`config.mk`:
```
export PLATFORM = sky130hd
export DESIGN_NAME = uart_tx_fifo
export DESIGN_NICKNAME = d
export VERILOG_FILES = /design/src/rtl/uart_tx_fifo.sv
export SDC_FILE = /design/constraint.sdc
export NUM_CORES = 1
export LEC_CHECK = 0
export CAP_MARGIN = 20
export CORE_UTILIZATION = 46
export DETAILED_ROUTE_END_ITERATION = 8
export GPL_ROUTABILITY_DRIVEN = 1
export MAX_ROUTING_LAYER = met4
export SETUP_SLACK_MARGIN = 0.15
export SLEW_MARGIN = 20
export SYNTH_ARGS = -nofsm -noshare
export SYNTH_HDL_FRONTEND = slang
export SYNTH_SLANG_ARGS = --single-unit
```
`constraint.sdc`:
```
create_clock -name sys_clk -period 7.1 [get_ports sys_clk]
set_input_delay 1.775 -clock sys_clk [delete_from_list [all_inputs] [get_ports sys_clk]]
set_output_delay 1.775 -clock sys_clk [all_outputs]
set_load 0.005 [all_outputs]
```
`src/rtl/uart_tx_fifo.sv`:
```
// UART transmitter fed by a small valid/ready FIFO. Frames are a start bit, LSB-first data,
// an optional parity bit and one or two stop bits, each CLKS_PER_BIT clocks wide.
module uart_tx_fifo #(
    parameter int unsigned CLKS_PER_BIT = 434,
    parameter int unsigned DATA_BITS    = 8,
    parameter int unsigned FIFO_DEPTH   = 4,
    parameter int unsigned PARITY_EN    = 0,
    parameter int unsigned PARITY_ODD   = 0,
    parameter int unsigned STOP_BITS    = 1
) (
    input  logic                          sys_clk,
    input  logic                          sys_rst,
    input  logic [DATA_BITS-1:0]          tx_data,
    input  logic                          tx_valid,
    output logic                          tx_ready,
    output logic                          tx,
    output logic                          busy,
    output logic [$clog2(FIFO_DEPTH):0]   fifo_count,
    output logic                          fifo_empty
);

    localparam int unsigned PtrW = $clog2(FIFO_DEPTH);
    localparam int unsigned CntW = $clog2(CLKS_PER_BIT);

    localparam logic [PtrW:0]   FullCount = FIFO_DEPTH[PtrW:0];
    localparam logic [CntW-1:0] BaudLast  = CntW'(CLKS_PER_BIT - 1);
    localparam logic [2:0]      BitLast   = 3'(DATA_BITS - 1);
    localparam logic            StopLast  = 1'(STOP_BITS - 1);
    localparam logic            OddBit    = 1'(PARITY_ODD);

    typedef enum logic [2:0] {StIdle, StStart, StData, StParity, StStop} state_e;

    logic [DATA_BITS-1:0] mem_q [FIFO_DEPTH];
    logic [PtrW-1:0]      wptr_q, rptr_q;
    logic [PtrW:0]        count_q, count_d;

    state_e               state_q;
    logic [CntW-1:0]      baud_q;
    logic [2:0]           bit_q;
    logic                 stop_q;
    logic [DATA_BITS-1:0] shift_q;
    logic                 par_q;
    logic                 tx_q;
    logic                 busy_q;

    logic                 full, empty, push, pop, baud_end, frame_end;
    logic [DATA_BITS-1:0] head;

    assign full      = (count_q == FullCount);
    assign empty     = (count_q == '0);
    assign push      = tx_valid && !full;
    assign baud_end  = (baud_q == BaudLast);
    assign frame_end = (state_q == StStop) && baud_end && (stop_q == StopLast);
    // Popping on the last stop cycle lets the next start bit follow with no idle gap.
    assign pop       = !empty && ((state_q == StIdle) || frame_end);
    assign head      = mem_q[rptr_q];

    always_comb begin
        count_d = count_q;
        case ({push, pop})
            2'b10:   count_d = count_q + 1'b1;
            2'b01:   count_d = count_q - 1'b1;
            default: count_d = count_q;
        endcase
    end

    always_ff @(posedge sys_clk) begin
        if (sys_rst) begin
            wptr_q  <= '0;
            rptr_q  <= '0;
            count_q <= '0;
        end else begin
            if (push) begin
                mem_q[wptr_q] <= tx_data;
                wptr_q        <= wptr_q + 1'b1;
            end
            if (pop) begin
                rptr_q <= rptr_q + 1'b1;
            end
            count_q <= count_d;
        end
    end

    always_ff @(posedge sys_clk) begin
        if (sys_rst) begin
            state_q <= StIdle;
            baud_q  <= '0;
            bit_q   <= '0;
            stop_q  <= 1'b0;
            shift_q <= '0;
            par_q   <= 1'b0;
            tx_q    <= 1'b1;
            busy_q  <= 1'b0;
        end else if (pop) begin
            state_q <= StStart;
            baud_q  <= '0;
            bit_q   <= '0;
            stop_q  <= 1'b0;
            shift_q <= head;
            par_q   <= (^head) ^ OddBit;
            tx_q    <= 1'b0;
            busy_q  <= 1'b1;
        end else begin
            unique case (state_q)
                StIdle: begin
                    tx_q   <= 1'b1;
                    busy_q <= 1'b0;
                end
                StStart: begin
                    if (baud_end) begin
                        baud_q  <= '0;
                        state_q <= StData;
                        tx_q    <= shift_q[0];
                        shift_q <= shift_q >> 1;
                    end else begin
                        baud_q <= baud_q + 1'b1;
                    end
                end
                StData: begin
                    if (baud_end) begin
                        baud_q <= '0;
                        if (bit_q == BitLast) begin
                            if (PARITY_EN != 0) begin
                                state_q <= StParity;
                                tx_q    <= par_q;
                            end else begin
                                state_q <= StStop;
                                tx_q    <= 1'b1;
                            end
                        end else begin
                            bit_q   <= bit_q + 3'd1;
                            tx_q    <= shift_q[0];
                            shift_q <= shift_q >> 1;
                        end
                    end else begin
                        baud_q <= baud_q + 1'b1;
                    end
                end
                StParity: begin
                    if (baud_end) begin
                        baud_q  <= '0;
                        state_q <= StStop;
                        tx_q    <= 1'b1;
                    end else begin
                        baud_q <= baud_q + 1'b1;
                    end
                end
                StStop: begin
                    if (baud_end) begin
                        baud_q <= '0;
                        if (stop_q == StopLast) begin
                            state_q <= StIdle;
                            busy_q  <= 1'b0;
                        end else begin
                            stop_q <= 1'b1;
                        end
                    end else begin
                        baud_q <= baud_q + 1'b1;
                    end
                end
                default: begin
                    state_q <= StIdle;
                    tx_q    <= 1'b1;
                    busy_q  <= 1'b0;
                end
            endcase
        end
    end

    assign tx_ready   = !full;
    assign tx         = tx_q;
    assign busy       = busy_q;
    assign fifo_count = count_q;
    assign fifo_empty = empty;

endmodule

```
# After elaboration in Yosys (flattened, before gate mapping)
# Memories as Yosys holds them, arrays and structs flattened. A register that Yosys moved wholly into a read port is not among the register bits.
# Cells that the tools add are included.
# word_totals
ff_bits,33
mem_bits_rw,32
inputBits,11
wordCells,98
memories,1
# classes
add_sub_neg,6
eq_ne,25
muxes,31
bitwise_logic,3
reduce_logical,21
# memory_table
name,depth,width,read_ports,rd_clocked_by_memory_dff,write_ports,line,source
mem_q,4,8,1,1,1,33,logic [DATA_BITS-1:0] mem_q [FIFO_DEPTH];
# op_table
operator,count
8-bit 2-to-1 mux,4
3-bit inequality test (second input constant),7
3-bit 2-to-1 mux,6
2-bit inequality test (second input constant),8
8-bit case mux with 2 select lines,1
3-bit case mux with 5 select lines,1
7-bit AND reduction,2
1-bit 2-to-1 mux,13
9-bit by 1-bit adder with 9-bit output (second input constant),1
3-bit == test (second input constant),3
9-bit == test (second input constant),1
9-bit 2-to-1 mux,1
4-bit AND reduction,2
3-bit by 1-bit adder with 3-bit output (second input constant),2
3-bit by 2-bit == test with 1-bit output (second input constant),2
3-bit zero test,2
3-bit case mux with 2 select lines,1
3-bit AND reduction,2
2-bit by 1-bit adder with 2-bit output (second input constant),2
1-bit logical AND,4
2-bit 2-to-1 mux,2
1-bit case mux with 4 select lines,1
4-bit OR reduction,1
3-bit by 1-bit == test with 1-bit output (second input constant),1
13 further kinds,16

# Logic depth before layout (Yosys ltp)
# Gate-level depths: netlist of run 1.
# logic_depth
ltp_word,7
depth_mapped,13

# Worst setup path before layout of run 1
# OpenSTA, ideal clock, no wires.
# synth_path
kind,input to register
from,input port tx_valid
to,register count_q[2] (netlist: fifo_count[2])
setup_time_ps,71
arrival_ps,3047
t_required_ps,7029
slack_ps,3983
stages,7
path_cell_list,nand2_1 ha_1 inv_1 fa_1 xor2_1 or3_1 a21oi_1
# synth_via
elab_chain_len,3
# synth_lines
element,line,source
from (decl),14,"input logic tx_valid,"
1-bit logical AND (*),51,assign push = tx_valid && !full;
2-bit by 1-bit == test with 1-bit output / 2-bit == test (equally long branches),60,"case ({push, pop})"
3-bit case mux with 2 select lines / 2-bit nonzero test (equally long branches),--,
to (signal assigned),80,count_q <= count_d;
to (decl),35,"logic [PtrW:0] count_q, count_d;"
# Every way passes the cells marked *; elsewhere a longest branch is shown, timed or not.
# A chain may end at the register's enable or synchronous reset.

# Worst setup path after layout of run 1
# layout_path
from,register count_q[2] (netlist: fifo_count[2])
to,output port fifo_empty
# layout_via
elab_chain_len,1
# layout_lines
element,line,source
3-bit zero test,50,assign empty = (count_q == '0);
to (decl),19,output logic fifo_empty
# Every way passes these cells.

==> results of run 1 <==
-- kinds of logic (layout without fill, tap and decap cells) --
kind of cell	Yosys count	in the layout	synth area share
AND/OR/NAND/NOR	68	68	0.140
buffers and inverters	28	50	0.0441
adder cells (fa/ha/maj)	10	10	0.0433
flip-flops	66	66	0.536
multiplexers	9	9	0.0624
XOR/XNOR	10	10	0.0286
AO/OA/AOI/OAI	57	57	0.147
-- synth_stat cells (all sizes together) (2+ instances only) --
library cell and count:
a211oi 2, o21ai 13, or4 2, nand2 8, xnor2 3, nor4bb 2, clkbuf 3, nor2 12
mux4 8, ha 9, xor2 7, nand3b 3, a221oi 7, o31ai 2, buf 9, nand3 9
nor3 8, dfxtp 34, a21oi 20, a31oi 2, or3 5, and2 6, o211ai 4, nand4 3
edfxtp 32, inv 15
-- where the power goes --
group	switching (mW)	internal (mW)
logic	0.160	0.142
clock network	0.146	0.171
registers	0.0426	0.446
-- through the flow --
step                      power (mW)  utilization  area [um2]
after floorplan                0.725            -        3070
after CTS                       1.12        0.543        3470
after detailed placement       0.803        0.511        3260
final                           1.11        0.543        3470
after global placement         0.797        0.511        3260
after global routing            1.18        0.543        3470
-- worst max-delay path, stage by stage, from the launching register on --
cell and delay [ns]:
dfxtp_1 0.34, or3_1 0.43, inv_2 0.11, clkdlybuf4s50_1 0.50
-- layout by cell type (no fill, tap or decap), types with 9 or more instances in the layout --
cell	synthesis	final
a21oi_1	19	19
clkbuf_8	0	10
clkdlybuf4s50_1	0	17
dfxtp_1	34	34
edfxtp_1	32	32
ha_1	9	9
inv_1	14	14
nor2_1	11	11
o21ai_0	9	9
-- sequential cells by signal, summed over array words and instances (netlist names), named ones only --
signal,cells
rptr_q,2
bit_q,3
state_q,3
busy,1
mem_q,32
shift_q,8
baud_q,9
tx,1
fifo_count,3
wptr_q,2
-- cell type report --
type / count / area (um2) / area share
Inverter: 16 / 60.1 / 0.0173
Timing Repair Buffer: 18 / 178 / 0.0512
Tap cell: 77 / 96.3 / 0.0278
Sequential cell: 66 / 1640 / 0.473
Clock buffer: 10 / 138 / 0.0397
Clock inverter: 6 / 66.3 / 0.0191
Multi-Input combinational cell: 154 / 1290 / 0.372
-- worst max-delay path by stage --
| stage | start | end | slack [ns] | cells after the start |
|---|---|---|---|---|
| global placement | tx_valid | fifo_count[2]$_SDFFE_PP0P_ | 3.51 | 8 |
| detailed placement | tx_valid | fifo_count[2]$_SDFFE_PP0P_ | 3.45 | 8 |
| floorplan | tx_valid | fifo_count[2]$_SDFFE_PP0P_ | 3.98 | 7 |
| global route | fifo_count[2]$_SDFFE_PP0P_ | fifo_empty | 3.53 | 3 |
| CTS | fifo_count[2]$_SDFFE_PP0P_ | fifo_empty | 3.59 | 3 |
| finish | fifo_count[2]$_SDFFE_PP0P_ | fifo_empty | 3.62 | 3 |
-- routing by layer --
layer,global-route usage,vias up,wire [um]
li1,-,975,-
met1,0.233,946,2720
met2,0.259,26,2590
met3,0.0366,4,138
met4,0.0878,0,52
met5,-,-,0
==> out/results.tsv, run 1 <==
stage	metric	value	unit
floorplan	die_area	6990	um2
placement	dp_hpwl	3650	um
floorplan	ios	18	
worst_setup_path	rr_worst_depth	11	
worst_setup_path	r2r_slack	4.34	ns
logic_synthesis	yosysTopAreaCellShare	0.313	
logic_synthesis	ys_seq_area_frac	0.536	
timing	worst_pin_slew	0.893	ns
cts	cts_setup_buffers	0	
min_path	hold_depth	2	
worst_setup_path	cp-end-kind	output pin	
detailed_routing	drt.antenna.violating_nets	0	
timing	hold_ws	0.460	ns
timing	finClkSkew	0.00929	ns
cts	clockBufferDepth	2	
timing	fin_crit_sh	0.491	
placement	place_ws	3.45	ns
global_route	overflow	0	
min_path	min_to	shift_q[5]$_SDFFE_PP0P_	
cells_and_area	final_layout_size_suffix_gt1_frac	0.170	
worst_setup_path	worstPathArrival	1.71	ns
detailed_routing	drc_errors	0	
worst_setup_path	worst-setup-path-type	flop to output pin	
status	status	finished clean	
logic_synthesis	synth.largest_area_cell	edfxtp_1	
timing	setup_ws	3.62	ns
cells_and_area	fillers	559	
cts	cts_tree	done	
logic_synthesis	synth_area	3070	um2
worst_setup_path	rr_startpoint	baud_q[1]$_SDFFE_PP0P_	
cts	path_clk_slew	0.07	ns
cts	cts_hold_buffers	0	
worst_setup_path	cp-start-kind	flop	
power_and_ir_drop	peakVddDrop	0.171	mV
cts	cts_resized	0	
floorplan	die_h	83.6	um
worst_setup_path	rr_endpoint	fifo_count[2]$_SDFFE_PP0P_	
global_route	grt_first_pass_wirelength	9140	um
logic_synthesis	ys_seq_elements	66	
worst_setup_path	worstPathMaxFanout	5	
detailed_routing	routed-via-count	1951	
timing	tns	0	ns
timing	final_max_slew_viol_count	0	
detailed_routing	via_per_inst	5.62	
global_route	grt_max_degree	31	
cts	cts_buffers	9	
timing	fin_crit	3.48	ns
logic_synthesis	synth_warnings	0	
detailed_routing	dr.pass1.iters	4	
detailed_routing	routed_wl	5500	um
timing	rsz0062_at_grt	false	
global_route	grt_pass1_vias	1903	
cells_and_area	finalNetCount	286	
detailed_routing	routedWlPerCell	15.8	um
cts	numClockSinks	66	
cells_and_area	area_growth	13.1	%
floorplan	chipWidth	83.6	um
placement	dp_cells	331	
cts	clock_latency	0.34	ns
min_path	min_path_type	flop to flop	
min_path	hp-start	shift_q[5]$_SDFFE_PP0P_	
timing	fmax	287	MHz
cts	htree_levels	3	
floorplan	initial_utilization	0.480	
power_and_ir_drop	powerDensity	320	nW/um2
logic_synthesis	syn-mean-instance-area	12.4	um2
placement	gp_congestion	0.747	
cells_and_area	antennaDiodeCount	0	
logic_synthesis	ys_types	59	
timing	setup_viol	0	
logic_synthesis	synth-edff-count	32	
logic_synthesis	async_flop_share	0	
timing	slew_headroom	0.404	
placement	io_buffers	17	
cts	cts_root_buf	clkbuf_8	
job	cap_viol_max_count	0	
floorplan	rows	29	
floorplan	core-area	6390	um2
logic_synthesis	synthFlopType	dfxtp_1	
logic_synthesis	netlist_instances	248	
global_route	grt.total_usage	0.176	
power_and_ir_drop	p_leak	1.13	nW
worst_setup_path	worstPathRequired	5.33	ns
detailed_routing	drt_first_iter_violations	76	
cells_and_area	stdcell_count	347	
logic_synthesis	synthTopCellsByArea	edfxtp_1 31%, dfxtp_1 22%, mux4_2 5.9%	
timing	final-hold-violation-count	0	
logic_synthesis	synth_nets	269	
global_route	antenna_found_initial	0	
No activity file was read; power rests on OpenSTA's default activity.
==> run 2, diff against run 1 <==
--- a/config.mk
+++ b/config.mk
@@ -10,6 +10,7 @@
 export DETAILED_ROUTE_END_ITERATION = 8
 export GPL_ROUTABILITY_DRIVEN = 1
 export MAX_ROUTING_LAYER = met4
+export PLACE_DENSITY = 0.67
 export SETUP_SLACK_MARGIN = 0.15
 export SLEW_MARGIN = 20
 export SYNTH_ARGS = -nofsm -noshare
==> constraint.sdc (replaced) <==
create_clock -name sys_clk -period 3.18 [get_ports sys_clk]
set_input_delay 0.795 -clock sys_clk [delete_from_list [all_inputs] [get_ports sys_clk]]
set_output_delay 0.795 -clock sys_clk [all_outputs]
set_load 0.005 [all_outputs]
==> run 2 against run 1 <==
Against the previous run:
- register-to-register slack worse by 3.7 ns
- sequential power rose by 120%
- count of clock-buffer cells in the layout is 1 lower
- critical endpoint unchanged
- largest cell class unchanged
- largest power group unchanged
- highest routed layer unchanged
==> out/results.tsv, run 2 (same netlist as run 1, synthesis figures left out) <==
stage	metric	value	unit	change
timing	final-hold-violation-count	0		unchanged
cells_and_area	largestRegisters	mem_q: 32 flops, baud_q: 9 flops, shift_q: 8 flops		
worst_setup_path	cp_slowest_cell	clkdlybuf4s50_1		
detailed_routing	routedWlPerCell	16.0	um	+1.3%
cts	cts_buffers	9		unchanged
floorplan	core-area	6390	um2	unchanged
power_and_ir_drop	p_leak	1.12	nW	-0.34%
timing	final_max_slew_viol_count	0		unchanged
min_path	hold_depth	2		unchanged
detailed_routing	via_per_inst	5.70		+1.3%
cells_and_area	area_growth	12.5	%	
detailed_routing	drt.antenna.violating_nets	0		unchanged
timing	fin_crit_sh	0.793		
cells_and_area	postLayoutCoreUtil	0.540		-0.00313
status	status	finished clean		
worst_setup_path	rr_worst_depth	10		-1
min_path	min_to	shift_q[4]$_SDFFE_PP0P_		
floorplan	rows	29		unchanged
min_path	hp-start	shift_q[4]$_SDFFE_PP0P_		
worst_setup_path	cp-start-kind	flop		
timing	setup_ws	0.659	ns	-2.96 ns
timing	fmax	397	MHz	
floorplan	ios	18		unchanged
global_route	grt_pass1_vias	1916		+0.68%
placement	place_ws	0.483	ns	-2.97 ns
cells_and_area	finalNetCount	288		+0.70%
cts	cts_resized	0		unchanged
worst_setup_path	rr_endpoint	fifo_count[2]$_SDFFE_PP0P_		
detailed_routing	routed-via-count	1988		+1.9%
cts	cts_hold_buffers	0		unchanged
cts	cts_setup_buffers	0		unchanged
detailed_routing	dr.pass1.iters	4		unchanged
worst_setup_path	worstPathRequired	2.38	ns	-2.95 ns
global_route	grt_first_pass_wirelength	9480	um	+3.8%
floorplan	die_area	6990	um2	unchanged
cells_and_area	largest_reg_flops	32		unchanged
placement	gp_congestion	0.736		-1.5%
worst_setup_path	r2r_slack	0.67	ns	-3.67 ns
power_and_ir_drop	peakVddDrop	0.437	mV	+160%
detailed_routing	drc_errors	0		unchanged
cells_and_area	final_cell_mix	34 x dfxtp_1, 32 x edfxtp_1, 19 x a21oi_1, 17 x clkdlybuf4s50_1, 14 x inv_1		
worst_setup_path	worstPathArrival	1.73	ns	+0.02 ns
job	cap_viol_max_count	0		unchanged
timing	worst_pin_slew	0.561	ns	-0.332 ns
timing	fin_crit	2.52	ns	
placement	io_buffers	17		unchanged
timing	tns	0	ns	unchanged
global_route	grt_max_degree	30		-3.2%
timing	rsz0062_at_grt	false		
timing	slew_headroom	0.625		+0.221
placement	dp_hpwl	3760	um	+3.0%
cts	clock_latency	0.34	ns	about the same
timing	setup_viol	0		unchanged
cells_and_area	largest-register	mem_q		
floorplan	chipWidth	83.6	um	unchanged
global_route	grt.total_usage	0.179		+0.00315
min_path	min_path_type	flop to flop		
worst_setup_path	worstPathMaxFanout	5		unchanged
power_and_ir_drop	powerDensity	694	nW/um2	+120%
cells_and_area	final_layout_size_suffix_gt1_frac	0.169		-0.00125
cts	path_clk_slew	0.07	ns	about the same
cells_and_area	antennaDiodeCount	0		unchanged
cts	numClockSinks	66		unchanged
worst_setup_path	critPathMaxStageDelay	0.50	ns	about the same
floorplan	die_h	83.6	um	unchanged
cts	cts_tree	done		
cells_and_area	layout_commonest_cell	dfxtp_1		
worst_setup_path	cp-end-kind	output pin		
cells_and_area	fillers	552		-1.3%
worst_setup_path	rr_startpoint	baud_q[0]$_SDFFE_PP0P_		
floorplan	initial_utilization	0.480		unchanged
cts	htree_levels	3		unchanged
global_route	antenna_found_initial	0		unchanged
cts	clockBufferDepth	2		unchanged
cts	cts_root_buf	clkbuf_8		
global_route	overflow	0		unchanged
detailed_routing	routed_wl	5600	um	+1.9%
detailed_routing	drt_first_iter_violations	96		+26%
worst_setup_path	worst-setup-path-type	flop to output pin		
worst_setup_path	path_cells	or3_1 -> inv_2 -> clkdlybuf4s50_1		
timing	finClkSkew	0.00659	ns	-0.00270 ns
-- run 2: cell count changes in the layout (fill, tap and decap cells not counted) --
| cell | change |
|---|---|
| clkinv_1 | +2 |
| clkinvlp_4 | -1 |
| buf_4 | +2 |
| inv_6 | +1 |
| clkbuf_8 | -1 |
| bufinv_16 | -1 |
-- run 2: how the worst max path moves through the flow --
| stage | from | end | slack (ns) | depth (start not counted) |
|---|---|---|---|---|
| finish | fifo_count[2]$_SDFFE_PP0P_ | fifo_empty | 0.66 | 3 |
| global route | baud_q[0]$_SDFFE_PP0P_ | fifo_count[2]$_SDFFE_PP0P_ | 0.52 | 10 |
| CTS | fifo_count[2]$_SDFFE_PP0P_ | fifo_empty | 0.64 | 3 |
| detailed placement | tx_valid | fifo_count[2]$_SDFFE_PP0P_ | 0.48 | 8 |
| global placement | tx_valid | fifo_count[2]$_SDFFE_PP0P_ | 0.57 | 8 |
| floorplan | baud_q[0]$_SDFFE_PP0P_ | fifo_count[2]$_SDFFE_PP0P_ | 0.67 | 12 |
-- run 2: critical path, delay by kind of cell, from the launching register on --
kind / cells / cell delay [ns]
buf+inv: 2 / 0.60
flops: 1 / 0.35
simple gates: 1 / 0.44
-- run 2: cell type report --
class	instances	area, um2	area share
Multi-Input combinational cell	154	1290	0.374
Sequential cell	66	1640	0.476
Clock buffer	9	124	0.0359
Tap cell	77	96.3	0.0279
Timing Repair Buffer	20	193	0.0559
Inverter	16	60.1	0.0174
Clock inverter	7	45.0	0.0131
-- run 2: metal layers --
layer  global-route usage  vias to the layer above  part of all wire
met2                0.279                       30              0.48
met5                    -                        -                 0
met1                0.222                      980              0.48
li1                     -                      968                 -
met4               0.0586                        0             0.014
met3               0.0584                       10             0.028
-- run 2: where the power goes --
part	leakage (nW)	switching, mW	internal (mW)	total (mW)
Combinational	0.474	0.364	0.328	0.692
Sequential	0.568	0.0937	0.997	1.09
Clock	0.0807	0.331	0.279	0.610
-- run 2: metrics by stage --
stage               instance area (um2)  hold WS [ns]  total power, mW  instances
floorplan                          3070         0.439             1.62        248
global placement                   3280         0.445             1.79        333
detailed placement                 3280         0.449             1.80        333
finish                             3450         0.459             2.39        349
CTS                                3450         0.460             2.41        349
global route                       3450         0.482             2.54        349
==> run 3, diff against run 2 <==
--- a/config.mk
+++ b/config.mk
@@ -10,7 +10,6 @@
 export DETAILED_ROUTE_END_ITERATION = 8
 export GPL_ROUTABILITY_DRIVEN = 1
 export MAX_ROUTING_LAYER = met4
-export PLACE_DENSITY = 0.67
 export SETUP_SLACK_MARGIN = 0.15
 export SLEW_MARGIN = 20
 export SYNTH_ARGS = -nofsm -noshare
==> constraint.sdc (replaced) <==
create_clock -name sys_clk -period 2.4 [get_ports sys_clk]
set_input_delay 0.6 -clock sys_clk [delete_from_list [all_inputs] [get_ports sys_clk]]
set_output_delay 0.6 -clock sys_clk [all_outputs]
set_load 0.005 [all_outputs]
==> run 3 against run 2 <==
Against the previous run:
- wire length up 2.9%
- worst setup slack worse by 0.48 ns
- critical path type is now flop to flop
- clock power up 49%
- largest power group unchanged
- global-route usage up 0.58 points
- combinational power up 42%
==> out/results.tsv, run 3 (same netlist as run 1, synthesis figures left out) <==
stage	metric	value	unit	change
worst_setup_path	worst-setup-path-type	flop to flop		
floorplan	chipWidth	83.6	um	unchanged
cells_and_area	largest_reg_flops	32		unchanged
worst_setup_path	worstPathArrival	2.49	ns	+0.76 ns
global_route	overflow	0		unchanged
cts	clock_latency	0.34	ns	about the same
timing	worst_pin_slew	0.582	ns	+0.0209 ns
cells_and_area	layout_commonest_cell	edfxtp_1		
floorplan	die_area	6990	um2	unchanged
min_path	min_path_type	flop to flop		
worst_setup_path	cp-start-kind	flop		
floorplan	ios	18		unchanged
detailed_routing	routed-via-count	2014		+1.3%
floorplan	core-area	6390	um2	unchanged
placement	gp_congestion	0.770		+4.6%
cts	cts_hold_buffers	0		unchanged
placement	io_buffers	17		unchanged
worst_setup_path	worstPathMaxFanout	3		-2
timing	fmax	450	MHz	
cells_and_area	largest-register	mem_q		
detailed_routing	dr.pass1.iters	4		unchanged
status	status	finished clean		
cells_and_area	final_cell_mix	32 x edfxtp_1, 30 x dfxtp_1, 18 x a21oi_1, 18 x buf_4, 16 x clkdlybuf4s50_1		
placement	place_ws	0.0253	ns	-0.457 ns
timing	fin_crit	2.22	ns	
global_route	grt_pass1_vias	1968		+2.7%
cells_and_area	largestRegisters	mem_q: 32 flops, baud_q: 9 flops, shift_q: 8 flops		
floorplan	die_h	83.6	um	unchanged
cells_and_area	seqCellArea	1650	um2	+0.46%
job	cap_viol_max_count	0		unchanged
cts	cts_tree	done		
detailed_routing	routedWlPerCell	15.8	um	-1.3%
detailed_routing	routed_wl	5770	um	+2.9%
floorplan	rows	29		unchanged
timing	fin_crit_sh	0.925		
floorplan	initial_utilization	0.480		unchanged
detailed_routing	drt_first_iter_violations	75		-22%
cells_and_area	finalNetCount	303		+5.2%
power_and_ir_drop	powerDensity	920	nW/um2	+33%
detailed_routing	drt.antenna.violating_nets	0		unchanged
worst_setup_path	cp-end-kind	flop		
cells_and_area	area_growth	18.1	%	
global_route	grt_max_degree	20		-33%
cts	cts_root_buf	clkbuf_8		
timing	setup_ws	0.180	ns	-0.479 ns
global_route	grt.total_usage	0.185		+0.00585
global_route	grt_first_pass_wirelength	9570	um	+0.95%
timing	tns	0	ns	unchanged
detailed_routing	drc_errors	0		unchanged
cells_and_area	fillers	556		+0.72%
cells_and_area	postLayoutCoreUtil	0.567		+0.0270
placement	dpl_cell_area	3410	um2	+4.1%
cts	numClockSinks	66		unchanged
timing	rsz0062_at_grt	true		
cts	htree_levels	3		unchanged
cts	cts_setup_buffers	0		unchanged
global_route	antenna_found_initial	0		unchanged
cts	cts_buffers	9		unchanged
cells_and_area	final_layout_size_suffix_gt1_frac	0.261		+0.0922
cells_and_area	multi_input_area	1320	um2	+2.2%
timing	final_max_slew_viol_count	0		unchanged
placement	dp_hpwl	4050	um	+7.6%
cts	path_clk_slew	0.07	ns	about the same
cells_and_area	final_area	3620	um2	+5.0%
timing	setup_viol	0		unchanged
timing	final-hold-violation-count	0		unchanged
timing	slew_headroom	0.610		-0.0156
power_and_ir_drop	p_leak	1.22	nW	+8.7%
cells_and_area	antennaDiodeCount	0		unchanged
power_and_ir_drop	peakVddDrop	0.567	mV	+30%
worst_setup_path	worstPathRequired	2.67	ns	+0.29 ns
cts	clockBufferDepth	2		unchanged
timing	finClkSkew	0.00795	ns	+0.00136 ns
timing	hold_ws	0.462	ns	+0.00313 ns
detailed_routing	via_per_inst	5.53		-2.9%
[run 3: changes by cell type in the layout (fill, tap and decap cells not counted), moves of 2 or more]
| cell | change |
|---|---|
| buf_4 | +15 |
| ha_1 | -2 |
| inv_1 | -2 |
| clkinv_2 | +2 |
| inv_2 | +2 |
| clkinv_1 | -2 |
| dfxtp_2 | +3 |
| dfxtp_1 | -4 |
[run 3: repair_timing]
item	4_1_cts	5_1_grt
pin swaps	0	2
resized for setup	5	1
endpoints found under the setup margin	2	1
hold endpoints to repair	0	0
[run 3: path summary, 6_finish.rpt]
check                               end  depth (start not counted)               startpoint  slack, ns
min             shift_q[5]$_SDFFE_PP0P_                          2  shift_q[5]$_SDFFE_PP0P_       0.46
max          fifo_count[2]$_SDFFE_PP0P_                         11   baud_q[1]$_SDFFE_PP0P_       0.18
min reg2reg     shift_q[5]$_SDFFE_PP0P_                          2  shift_q[5]$_SDFFE_PP0P_       0.46
max reg2reg  fifo_count[2]$_SDFFE_PP0P_                         11   baud_q[1]$_SDFFE_PP0P_       0.18
[run 3: area by class of cell]
cell class                 instances  area share
timing repair buffer              35      0.0840
inverter                          16      0.0166
clock inverter                     7      0.0194
multi-input combinational        154       0.364
sequential                        66       0.455
clock buffer                       9      0.0342
tap                               77      0.0266
[run 3: layer usage]
layer / routed length [um] / global-route usage
met3: 165 / 0.0356
met1: 2790 / 0.244
met4: 135 / 0.0924
met2: 2680 / 0.275
met5: 0 / -
[run 3: critical path, stage by stage, from the launching register on]
cell,delay (ns)
dfxtp_2,0.33
inv_2,0.07
ha_4,0.12
and4b_2,0.24
a21oi_2,0.07
nor2_2,0.11
ha_2,0.21
inv_2,0.04
fa_2,0.34
xor2_1,0.17
or3_1,0.32
a21oi_2,0.12
[run 3: metrics by stage]
stage | total power [mW] | cells
5_1_grt | 3.53 | 364
2_1_floorplan | 2.17 | 248
3_5_place_dp | 2.45 | 348
6_report | 3.33 | 364
4_1_cts | 3.36 | 364
3_3_place_gp | 2.43 | 348
[run 3: report_power, final]
part           leakage, nW  switching (mW)  internal, mW
Sequential           0.570           0.113          1.33
Clock               0.0990           0.430         0.477
Combinational        0.552           0.512         0.472
Total                 1.22            1.05          2.28
==> edit 1 (flow settings as in run 2) <==
The parameter `CLKS_PER_BIT` goes from 434 to 217.
--- a/src/rtl/uart_tx_fifo.sv
+++ b/src/rtl/uart_tx_fifo.sv
@@ -2,5 +2,5 @@
 // an optional parity bit and one or two stop bits, each CLKS_PER_BIT clocks wide.
 module uart_tx_fifo #(
-    parameter int unsigned CLKS_PER_BIT = 434,
+    parameter int unsigned CLKS_PER_BIT = 217,
     parameter int unsigned DATA_BITS    = 8,
     parameter int unsigned FIFO_DEPTH   = 4,
Formal check against the unedited RTL: no difference found for any inputs over 10 cycles, from zero or initial values and one cycle with sys_rst high; that may be too few to reach the edited logic, so the function may still have changed.
==> edit 1 against run 2 <==
- utilization up 2.3 points
- worst setup slack worse by 60 ps
- worst hold slack better by 32 ps
- synthesized area fell by 3.5%
- cell area down 1.1%
- sequential cell count shrank 1
- synthesized cell count fell by 2.4%
- combinational power hardly changed
- non-clock buffer count up 4
- count of clock-buffer cells in the layout unchanged
- sequential share of layout area is 0.080 points lower
- wire length shrank 1.6%
- total power rose by 0.40%
- critical path type is now reg2reg
- critical endpoint is now fifo_count[2]$_SDFFE_PP0P_
==> edit 1: results (changes against run 2) <==
[synthesis]
postSynthCellCount=242  ; -2.4%
netlist_top_cells_area=edfxtp_1 (32%), dfxtp_1 (22%), mux4_2 (6.1%)
syn_nets=263  ; -2.2%
yosysSeqAreaShare=0.548  ; +0.0125
ys_types=45  ; -24%
synthTopCellsByCount=dfxtp_1 (33), edfxtp_1 (32), a21oi_1 (16)

[final_layout]
seqCellArea_mm2=0.00162  ; -1.2%
buf_share=0.0653  ; +0.00940
fillers=514  ; -6.9%
areaGrowthSynthToFinish_pct=15.3
fin_cells=347  ; -0.57%
num-nonclk-buffers=24  ; +20%
multi_input_area_mm2=0.00125  ; -2.8%
drive_above_1_share=0.173  ; +0.00368
largestRegisters=mem_q (32), baud_q (8), shift_q (8)

[outcome]
status=finished clean

[drt]
route.met3.wl_um=232  ; +50%
drt_iter0_markers=81  ; -16%
wl_um=5510  ; -1.6%
drt-met1-wl_um=2660  ; -0.41%
wl_met2_um=2550  ; -5.3%
num_vias=1995  ; +0.35%

[pwr]
swShare=0.328  ; -0.00194
clk-power_mw=0.623  ; +2%
vdd_drop_max_v=0.000351  ; -20%
p_leak_nw=1.12  ; -0.64%
pwr-share-comb=0.288  ; about the same

[floorplanning]
core_mm2=0.00606  ; -5.1%

[worst_setup_path]
critical_path.slowest_cell=or2_0
r2r_setup_slack_ps=600  ; -70 ps
crit_end=fifo_count[2]$_SDFFE_PP0P_

[worst_hold_path]
hold_end=shift_q[6]$_SDFFE_PP0P_
hold_start=shift_q[7]$_SDFFE_PP0P_

[global_routing]
grt_pass1_wl_um=9030  ; -4.7%
grt_max_degree=18  ; -40%
grtUsageTotal=0.192  ; +0.0129
grt_pass1_vias=1890  ; -1.4%
met1_usage=0.234  ; +0.0122
grtUsageMet2=0.292  ; +0.0124

[place]
dpl.hpwl_um=3810  ; +1.2%
placedInstanceArea_mm2=0.00323  ; -1.4%
dp_cells=331  ; -0.60%
dp_slack_ps=497  ; +14.4 ps

[edit 1: changes by cell type in the layout (fill, tap and decap cells not counted), moves of 6 or more]
cell,run 2,this run
mux2i_1,0,8
o221ai_1,0,7
a221oi_2,7,0
nor3_1,7,1
a211oi_1,1,7
o21bai_1,1,7
[edit 1: worst max-delay path: cells and delay by family (launching register included)]
family,cells,cell delay (ps)
compound gates,1,140
xor+xnor,1,160
fa+ha+maj,2,580
buf+inv,2,190
flops,1,400
simple gates,4,1030
[edit 1: logic make-up (layout without fill, tap and decap cells)]
logic type	count (synthesis)	count (layout)	synth area share
AO/OA/AOI/OAI	66	66	0.156
XOR/XNOR	5	5	0.0148
adder cells (fa/ha/maj)	10	10	0.0448
buffers and inverters	21	51	0.0288
flip-flops	65	65	0.548
multiplexers	17	17	0.0918
AND/OR/NAND/NOR	58	58	0.115
==> edit 2 (settings of run 2) <==
Without the edit above. The 5 states of `state_e` get a Gray code encoding in 3 bits.
--- a/src/rtl/uart_tx_fifo.sv
+++ b/src/rtl/uart_tx_fifo.sv
@@ -29,5 +29,5 @@
     localparam logic            OddBit    = 1'(PARITY_ODD);
 
-    typedef enum logic [2:0] {StIdle, StStart, StData, StParity, StStop} state_e;
+    typedef enum logic [2:0] {StIdle = 3'b000, StStart = 3'b001, StData = 3'b011, StParity = 3'b010, StStop = 3'b110} state_e;
 
     logic [DATA_BITS-1:0] mem_q [FIFO_DEPTH];
Formal check against the unedited RTL: same outputs for any inputs over 10 cycles, from zero or initial values and one cycle with sys_rst high; not proved beyond that.
==> edit 2 against run 2 <==
- wire length down 9.9%
- total power up 13%
- sequential cell count stayed put
- synthesized area shrank 2.3%
- worst setup slack lost 260 ps
- via count is 8.1% lower
- cell area shrank 1.3%
- die area shrank 2.3%
- critical path type is now reg2reg
==> edit 2: results (changes against run 2) <==
[pwr]
comb_power_mw=0.726  ; +4.9%
p_leak_nw=1.28  ; +14%
p_int_mw=1.86  ; +16%
vdd_drop_max_v=0.000368  ; -16%
power_frac_seq=0.425  ; -0.031

[worst_setup_path]
critical_path.slowest_cell=dfxtp_1
cp_top_family=simple AND/OR/NAND/NOR gates
cp_data_arrival_time_ps=3060  ; +1330 ps
path_max_fanout=13  ; +8
crit_start=baud_q[0]$_SDFFE_PP0P_
r2r_setup_slack_ps=400  ; -270 ps
reg2reg_depth=11  ; +1
slowest_delay_ps=400  ; -100 ps

[timing]
maxSlewHeadroom=0.548  ; -0.0773
fin_crit_sh=0.873  ; +0.0803
fin_skew_ps=8.41  ; +1.82 ps

[synthesis]
ys_types=51  ; -14%
netlist_top_cells_area=edfxtp_1 (32%), dfxtp_1 (23%), mux4_2 (6.0%)
syn_nets=254  ; -5.6%
synthTopCellsByCount=dfxtp_1 (34), edfxtp_1 (32), a21oi_1 (17)

[final_layout]
fillers=548  ; -0.72%
drive_above_1_share=0.157  ; -0.0116
final_util=0.539  ; -0.000730

[place]
dp_slack_ps=385  ; -97.8 ps
dpl.hpwl_um=3240  ; -14%
placedInstanceArea_mm2=0.00317  ; -3.3%
gp_congestion=0.773  ; +5.1%

[floorplanning]
start_util=0.474  ; -0.00578

[outcome]
status=finished clean

[worst_hold_path]
hold_start=shift_q[7]$_SDFFE_PP0P_

[global_routing]
grt_max_degree=28  ; -6.7%
grtUsageTotal=0.175  ; -0.00468
grt_pass1_wl_um=8350  ; -12%

[drt]
viasPerCell=5.52  ; -3.2%

[edit 2: cell count changes in the layout (fill, tap and decap cells not counted), moves of 4 or more]
| cell | before | now |
|---|---|---|
| nand3_1 | 8 | 2 |
| inv_1 | 14 | 7 |
| nor2_1 | 11 | 15 |
| mux2i_1 | 0 | 11 |
| a211oi_1 | 1 | 8 |
| a221oi_2 | 7 | 0 |
[edit 2: area by class of cell]
type | instances | share of cell area
flip-flops and latches | 66 | 0.482
clock inverters | 7 | 0.0312
inverters | 8 | 0.00882
clock buffers | 9 | 0.0364
repair buffers | 18 | 0.0522
multi-input cells | 146 | 0.361
well taps | 77 | 0.0283
[edit 2: kinds of logic after synthesis]
logic type | share of synthesized area
AO/OA/AOI/OAI | 0.108
XOR/XNOR | 0.0263
flip-flops | 0.548
adder cells (fa/ha/maj) | 0.0443
multiplexers | 0.101
AND/OR/NAND/NOR | 0.130
buffers and inverters | 0.0422
[edit 2: stage by stage]
stage / instances / hold slack [ps] / total power, mW
2_1_floorplan: 233 / 450 / 1.73
3_3_place_gp: 315 / 462 / 1.88
3_5_place_dp: 315 / 468 / 1.89
4_1_cts: 331 / 480 / 2.72
5_1_grt: 331 / 507 / 2.85
6_report: 331 / 477 / 2.70
[edit 2: worst register-to-register path, cell delays in order, from the launching register on]
cell and delay, ps:
dfxtp_1 400, ha_1 170, and4b_4 360, and4b_4 290, nor2_2 110, inv_2 170, ha_1 190, inv_1 60
fa_1 370, xor2_1 160, or3_1 300, a21oi_1 140
[edit 2: metal layers]
| layer | GRT usage | wire length (µm) |
|---|---|---|
| met2 | 0.254 | 2280 |
| met3 | 0.0429 | 135 |
| met4 | 0.0983 | 127 |
| met5 | - | 0 |
| met1 | 0.223 | 2510 |
